$ cat config.mk
export PLATFORM = sky130hd
export DESIGN_NAME = ysyx_22040386_csr_trap_unit
export DESIGN_NICKNAME = d
export VERILOG_FILES = /design/src/rtl/ysyx_22040386_csr_pkg.sv /design/src/rtl/ysyx_22040386_csr_counter.sv /design/src/rtl/ysyx_22040386_csr_trap_unit.sv
export SDC_FILE = /design/constraint.sdc
export NUM_CORES = 2
export LEC_CHECK = 0
export CORE_ASPECT_RATIO = 0.9
export CORE_MARGIN = 5
export CORE_UTILIZATION = 30
export DETAILED_ROUTE_END_ITERATION = 16
export SETUP_SLACK_MARGIN = 0.5
export SYNTH_ARGS = -nofsm -noshare
export SYNTH_HDL_FRONTEND = slang
export SYNTH_SLANG_ARGS = --single-unit
$ cat constraint.sdc
create_clock -name i_CSR_clk -period 8.8 [get_ports i_CSR_clk]
set_input_delay 1.76 -clock i_CSR_clk [delete_from_list [all_inputs] [get_ports i_CSR_clk]]
set_output_delay 1.76 -clock i_CSR_clk [all_outputs]
set_load 0.02 [all_outputs]
$ cat src/rtl/ysyx_22040386_csr_pkg.sv
// Shared constants for the machine-mode CSR file and trap controller:
// CSR addresses, funct3 encodings, cause codes and the controller state type.
package ysyx_22040386_csr_pkg;

    localparam logic [11:0] CSR_MSTATUS  = 12'h300;
    localparam logic [11:0] CSR_MIE      = 12'h304;
    localparam logic [11:0] CSR_MTVEC    = 12'h305;
    localparam logic [11:0] CSR_MSCRATCH = 12'h340;
    localparam logic [11:0] CSR_MEPC     = 12'h341;
    localparam logic [11:0] CSR_MCAUSE   = 12'h342;
    localparam logic [11:0] CSR_MIP      = 12'h344;
    localparam logic [11:0] CSR_MCYCLE   = 12'hB00;
    localparam logic [11:0] CSR_MINSTRET = 12'hB02;

    localparam logic [2:0] OP_NONE = 3'b000;
    localparam logic [2:0] OP_RW   = 3'b001;
    localparam logic [2:0] OP_RS   = 3'b010;
    localparam logic [2:0] OP_RC   = 3'b011;
    localparam logic [2:0] OP_RWI  = 3'b101;
    localparam logic [2:0] OP_RSI  = 3'b110;
    localparam logic [2:0] OP_RCI  = 3'b111;

    localparam logic [4:0] CAUSE_ILLEGAL = 5'd2;
    localparam logic [4:0] CAUSE_ECALL   = 5'd11;
    localparam logic [4:0] IRQ_MTI       = 5'd7;
    localparam logic [4:0] IRQ_MEI       = 5'd11;

    localparam int unsigned MSTATUS_MIE  = 3;
    localparam int unsigned MSTATUS_MPIE = 7;
    localparam int unsigned MIE_MTIE     = 7;
    localparam int unsigned MIE_MEIE     = 11;

    typedef enum logic [1:0] {
        IDLE,
        REDIRECT,
        WFI
    } state_t;

endpackage

$ cat src/rtl/ysyx_22040386_csr_counter.sv
// Free-running CSR counter with a software load that overrides the increment.
module ysyx_22040386_csr_counter #(
    parameter int unsigned XLEN = 64
) (
    input  logic            clk,
    input  logic            rst,
    input  logic            load,
    input  logic [XLEN-1:0] load_value,
    input  logic            inc,
    output logic [XLEN-1:0] value
);

    always_ff @(posedge clk) begin
        if (rst) begin
            value <= '0;
        end else if (load) begin
            value <= load_value;
        end else if (inc) begin
            value <= value + XLEN'(1);
        end
    end

endmodule

$ cat src/rtl/ysyx_22040386_csr_trap_unit.sv
// Machine-mode CSR file and trap controller: Zicsr ops, ecall/illegal/interrupt
// traps, mret and wfi, with a registered PC redirect towards the IFU.
module ysyx_22040386_csr_trap_unit
    import ysyx_22040386_csr_pkg::*;
#(
    parameter int unsigned XLEN         = 64,
    parameter logic [63:0] MTVEC_RESET  = 64'h0,
    parameter int unsigned HAS_COUNTERS = 1
) (
    input  logic            i_CSR_clk,
    input  logic            i_CSR_rst,
    input  logic            i_CSR_valid,
    input  logic [2:0]      i_CSR_op,
    input  logic [11:0]     i_CSR_addr,
    input  logic [XLEN-1:0] i_CSR_wdata,
    input  logic [4:0]      i_CSR_zimm,
    input  logic            i_CSR_rs1_zero,
    input  logic            i_CSR_ecall,
    input  logic            i_CSR_mret,
    input  logic            i_CSR_wfi,
    input  logic [XLEN-1:0] i_CSR_pc,
    input  logic            i_CSR_mtip,
    input  logic            i_CSR_meip,
    output logic [XLEN-1:0] o_CSR_rdata,
    output logic            o_CSR_reg_write,
    output logic            o_CSR_redirect,
    output logic [XLEN-1:0] o_CSR_dnpc,
    output logic            o_CSR_stall
);

    state_t state_q, state_d;
    logic mst_mie, mst_mpie, mtie, meie;
    logic [XLEN-1:0] mtvec_q, mscratch_q, mepc_q, mcause_q, wfi_npc_q, mcycle, minstret;
    logic [XLEN-1:0] mip_v, mie_v, pend, rdata, src, new_val, cause_val;
    logic [XLEN-1:0] trap_pc, trap_target, mtvec_base;
    logic legal, at_boundary, csr_op, irq_en, illegal, trap_idle, retire, csr_we;
    logic wfi_wake, wfi_trap, trap_take, trap_irq, mret_take, wfi_take;
    logic [4:0] irq_code, trap_code;

    always_comb begin
        mip_v = '0;
        mip_v[IRQ_MTI] = i_CSR_mtip;
        mip_v[IRQ_MEI] = i_CSR_meip;
        mie_v = '0;
        mie_v[MIE_MTIE] = mtie;
        mie_v[MIE_MEIE] = meie;
    end

    assign pend     = mip_v & mie_v;
    assign irq_en   = mst_mie && (|pend);
    assign irq_code = pend[IRQ_MEI] ? IRQ_MEI : IRQ_MTI;

    always_comb begin
        rdata = '0;
        legal = 1'b1;
        case (i_CSR_addr)
            CSR_MSTATUS: begin
                rdata[MSTATUS_MIE]  = mst_mie;
                rdata[MSTATUS_MPIE] = mst_mpie;
                rdata[12:11]        = 2'b11;
            end
            CSR_MIE:      rdata = mie_v;
            CSR_MIP:      rdata = mip_v;
            CSR_MTVEC:    rdata = mtvec_q;
            CSR_MSCRATCH: rdata = mscratch_q;
            CSR_MEPC:     rdata = mepc_q;
            CSR_MCAUSE:   rdata = mcause_q;
            CSR_MCYCLE: begin
                if (HAS_COUNTERS != 0) rdata = mcycle;
                else legal = 1'b0;
            end
            CSR_MINSTRET: begin
                if (HAS_COUNTERS != 0) rdata = minstret;
                else legal = 1'b0;
            end
            default:      legal = 1'b0;
        endcase
    end

    assign at_boundary = (state_q == IDLE) && i_CSR_valid;
    assign csr_op      = at_boundary && (i_CSR_op != OP_NONE);
    assign illegal     = csr_op && !legal;
    assign trap_idle   = at_boundary && (irq_en || illegal || i_CSR_ecall);
    assign retire      = at_boundary && !trap_idle;

    assign src = i_CSR_op[2] ? XLEN'(i_CSR_zimm) : i_CSR_wdata;

    always_comb begin
        case (i_CSR_op[1:0])
            2'b01:   new_val = src;
            2'b10:   new_val = rdata | src;
            2'b11:   new_val = rdata & ~src;
            default: new_val = rdata;
        endcase
    end

    // Set/clear forms with a zero source read only; writes (RW/RWI) always land.
    assign csr_we = retire && (i_CSR_op != OP_NONE) &&
                    ((i_CSR_op[1:0] == 2'b01) || !i_CSR_rs1_zero);

    assign o_CSR_rdata     = rdata;
    assign o_CSR_reg_write = retire && (i_CSR_op != OP_NONE);

    assign wfi_wake   = (state_q == WFI) && (|pend);
    assign wfi_trap   = wfi_wake && mst_mie;
    assign trap_take  = trap_idle || wfi_trap;
    assign trap_irq   = (at_boundary && irq_en) || wfi_trap;
    assign trap_code  = trap_irq ? irq_code : (illegal ? CAUSE_ILLEGAL : CAUSE_ECALL);
    assign trap_pc    = (state_q == WFI) ? wfi_npc_q : i_CSR_pc;
    assign mret_take  = retire && i_CSR_mret;
    assign wfi_take   = retire && i_CSR_wfi;
    assign mtvec_base = {mtvec_q[XLEN-1:2], 2'b00};
    assign trap_target = (trap_irq && (mtvec_q[1:0] == 2'b01))
                         ? mtvec_base + (XLEN'(trap_code) << 2) : mtvec_base;

    always_comb begin
        cause_val = XLEN'(trap_code);
        cause_val[XLEN-1] = trap_irq;
    end

    always_comb begin
        state_d = state_q;
        case (state_q)
            IDLE: begin
                if (trap_take || mret_take) state_d = REDIRECT;
                else if (wfi_take)          state_d = WFI;
            end
            REDIRECT: state_d = IDLE;
            WFI: begin
                if (wfi_trap)      state_d = REDIRECT;
                else if (wfi_wake) state_d = IDLE;
            end
            default: state_d = IDLE;
        endcase
    end

    always_ff @(posedge i_CSR_clk) begin
        if (i_CSR_rst) begin
            state_q        <= IDLE;
            o_CSR_redirect <= 1'b0;
            o_CSR_stall    <= 1'b0;
            o_CSR_dnpc     <= '0;
        end else begin
            state_q        <= state_d;
            o_CSR_redirect <= (state_d == REDIRECT);
            o_CSR_stall    <= (state_d != IDLE);
            if (trap_take)      o_CSR_dnpc <= trap_target;
            else if (mret_take) o_CSR_dnpc <= mepc_q;
        end
    end

    always_ff @(posedge i_CSR_clk) begin
        if (i_CSR_rst) begin
            mst_mie    <= 1'b0;
            mst_mpie   <= 1'b0;
            mtie       <= 1'b0;
            meie       <= 1'b0;
            mtvec_q    <= MTVEC_RESET[XLEN-1:0];
            mscratch_q <= '0;
            mepc_q     <= '0;
            mcause_q   <= '0;
            wfi_npc_q  <= '0;
        end else begin
            if (wfi_take) wfi_npc_q <= i_CSR_pc + XLEN'(4);
            if (trap_take) begin
                mepc_q   <= {trap_pc[XLEN-1:2], 2'b00};
                mcause_q <= cause_val;
                mst_mpie <= mst_mie;
                mst_mie  <= 1'b0;
            end else if (mret_take) begin
                mst_mie  <= mst_mpie;
                mst_mpie <= 1'b1;
            end else if (csr_we) begin
                case (i_CSR_addr)
                    CSR_MSTATUS: begin
                        mst_mie  <= new_val[MSTATUS_MIE];
                        mst_mpie <= new_val[MSTATUS_MPIE];
                    end
                    CSR_MIE: begin
                        mtie <= new_val[MIE_MTIE];
                        meie <= new_val[MIE_MEIE];
                    end
                    CSR_MTVEC: mtvec_q <= {new_val[XLEN-1:2],
                                           new_val[1] ? mtvec_q[1:0] : new_val[1:0]};
                    CSR_MSCRATCH: mscratch_q <= new_val;
                    CSR_MEPC:     mepc_q     <= {new_val[XLEN-1:2], 2'b00};
                    CSR_MCAUSE:   mcause_q   <= new_val;
                    default: ;
                endcase
            end
        end
    end

    generate
        if (HAS_COUNTERS != 0) begin : g_counters
            ysyx_22040386_csr_counter #(.XLEN(XLEN)) u_mcycle (
                .clk        (i_CSR_clk),
                .rst        (i_CSR_rst),
                .load       (csr_we && (i_CSR_addr == CSR_MCYCLE)),
                .load_value (new_val),
                .inc        (1'b1),
                .value      (mcycle)
            );
            ysyx_22040386_csr_counter #(.XLEN(XLEN)) u_minstret (
                .clk        (i_CSR_clk),
                .rst        (i_CSR_rst),
                .load       (csr_we && (i_CSR_addr == CSR_MINSTRET)),
                .load_value (new_val),
                .inc        (retire),
                .value      (minstret)
            );
        end else begin : g_no_counters
            assign mcycle   = '0;
            assign minstret = '0;
        end
    endgenerate

endmodule

==> impl_metrics.ini <==
[worst_setup_path]
cp_top_family = simple AND/OR/NAND/NOR gates
path_cells = clkdlybuf4s50_1, or4_1, nor4_4, buf_4, a222oi_1, nand2_1, clkdlybuf4s50_1
worst-path-stages = 7
critPathMaxStageDelay_ps = 1140
path_max_fanout = 19
worstRegToRegCells = 15
end_kind = output pin
critical_path_required_ps = 7040
r2r_slack_ps = 4800
critical_path_class = in2out
cpMostUsedCell = clkdlybuf4s50_1
endpoint = o_CSR_rdata[27]
slowest_stage = nor4_4
r2r-end = o_CSR_dnpc[62]
start_kind = input port
worstReg2RegStart = mst_mie
worst_ep_arrival_time_ps = 5930
path_buf_inv = 3
cp-startpoint = i_CSR_addr[3]

[drt]
vias = 31300
drt-initial-drc-count = 4591
via_per_inst = 5.99
drc = 0
routedWlPerCell_um = 25.7
drt_first_pass_iters = 7
wl_um = 134000
ant_nets = 0

[cts]
hold_buffers = 0
path_clk_slew_ps = 70
clock-sinks = 513
cts_buffer_depth = 3
clk_latency_ps = 630
numCtsBuffers = 54
cts_setup_buffers = 0
tritoncts = yes
htreeDepth = 2
cts_resized = 0
cts_root_buf = clkbuf_16

[global_route]
grt_pass1_vias = 28000
grt_overflow = 0
grt_antenna_before_repair = 8
grt_pass1_wl_um = 192000
grt_max_degree = 167
globalRouteTotalUtil_pct = 24.1

[yosys]
async_flop_share_pct = 0
yosysWarnings = 0
ys.flop_type = dfxtp_1
avgSynthCellArea_um2 = 7.76
synth_area_um2 = 29700
ys_ff_latch = 513
synth_edf_count = 0
syn_inst = 3824
synth.distinct_cells = 95
ys_seq_area_share_pct = 34.6

[job]
max_cap_violations = 0

[sta]
max_freq_mhz = 130
worstMarginPinSlew_ps = 1410
relSlewSlack_pct = 5.35
period_needed_ps = 7690
finalHoldViolCount = 0
finalCritPeriodShare_pct = 87.4
drv_slew = 0
skew_ps = 19.7
setup_viol = 0
rsz0062_at_grt = false
final.setup.tns_ps = 0

[power_and_ir_drop]
peakVddDrop_v = 0.000133
powerDensity_nw_per_um2 = 160
p_leak_nw = 11.2
power_mw = 5.63

[run_status]
status = finished, final reports clean

[floorplan]
die_w_um = 341
row_count = 109
fp.dieArea_um2 = 105000
io_pins = 288
fp.dieH_um = 308
start_util_pct = 30.2
core_um2 = 98200

[layout]
area_delta_synth_final_pct = 18.6
final_common_cell = nand2_1
fin_nets = 4069
regArea_um2 = 10300
filler_cell_count = 10400
drive_above_1_share_pct = 6.56
final_cell_mix = 530 x nand2_1, 513 x dfxtp_1, 434 x nor2_1
multi_input_area_um2 = 18000

[placed_design]
io_buffers = 283
place.gp.congestion = 0.990
hpwl_um = 96800

[min_path]
hp-class = reg2reg
[cells by family after synthesis]
group                      after synthesis  share of synthesized area [%]
adders and majority gates                7                          0.295
DFF                                    513                           34.6
buffers and inverters                  362                           5.25
muxes                                   55                           1.92
AOI/OAI and AO/OA                     1022                           24.7
and+or+nand+nor                       1637                           26.5
other                                    1                         0.0126
xor gates and xnor gates               227                           6.70
[layout make-up]
type | instances | area share [%]
multi-input combinational | 2950 | 51.0
sequential | 513 | 29.2
timing repair buffer | 354 | 9.67
clock buffer | 81 | 4.56
tap | 1276 | 4.54
clock inverter | 20 | 0.651
inverter | 32 | 0.341
antenna | 1 | 0.00711
[how the worst min path moves through the flow]
stage | start | endpoint | slack, ps | cells after the start
floorplan | wfi_npc_q[13] | wfi_npc_q[13] | 430 | 2
global placement | mscratch_q[7] | mscratch_q[7] | 440 | 2
detailed placement | wfi_npc_q[13] | wfi_npc_q[13] | 440 | 2
CTS | wfi_npc_q[13] | wfi_npc_q[13] | 450 | 2
global route | mcause_q[7] | mcause_q[7] | 470 | 2
finish | wfi_npc_q[13] | wfi_npc_q[13] | 450 | 2
[worst reg2reg max path, cell delays in order, from the launching register on]
cell and delay [ps]:
dfxtp_1 510, inv_1 180, nor3_1 700, nor3_1 240, inv_1 110, ha_1 170
inv_1 50, ha_1 180, nor2b_1 160, o21a_1 200, o2111ai_2 110, buf_4 310
nor4_1 420, xor2_1 230, nor2_1 60, a311oi_1 270
[per-stage QoR]
stage	area, um2	hold WS (ps)	instances	util [%]	worst slack (ps)
finish	35200	454	5227	35.8	1110
global route	35200	470	5226	35.8	1100
CTS	35200	453	5226	35.8	1210
detailed placement	33300	443	5125	34.0	1200
global placement	33300	440	5125	34.0	1200
floorplan	29700	432	3825	-	3360
[flip-flops by register name (all words and copies together) (netlist names), 2 cells and up]
signal / flops
g_counters.u_mcycle.value: 64
g_counters.u_minstret.value: 64
mcause_q: 64
mscratch_q: 64
mtvec_q: 63
mepc_q: 62
o_CSR_dnpc: 62
wfi_npc_q: 62
state_q: 2
[Yosys cell counts (all sizes together), types with 64 or more instances]
master / n / area share (%)
nand2: 531 / 6.7
xor2: 89 / 2.6
a21oi: 184 / 3.1
nor2: 438 / 5.6
a311oi: 70 / 2.1
clkbuf: 235 / 3.0
a211oi: 248 / 6.3
xnor2: 138 / 4.1
buf: 95 / 1.9
nor3: 74 / 1.4
nand3: 162 / 2.8
nand4: 73 / 1.6
dfxtp: 513 / 35
o21ai: 167 / 2.8
nor2b: 64 / 1.3
[report_power, final]
| part | internal (mW) | switching [mW] |
|---|---|---|
| clock | 1.40 | 1.04 |
| combinational | 0.267 | 0.448 |
| sequential | 2.39 | 0.0818 |
| total | 4.06 | 1.57 |
[metal layers]
metal	GRT usage (%)	vias up	wire length [um]
met5	0	-	54
met2	36.9	1862	57800
li1	-	14100	-
met4	9.14	8	6020
met3	6.24	311	16000
met1	32.5	15000	54600
Power figures use the tool's default switching activity.
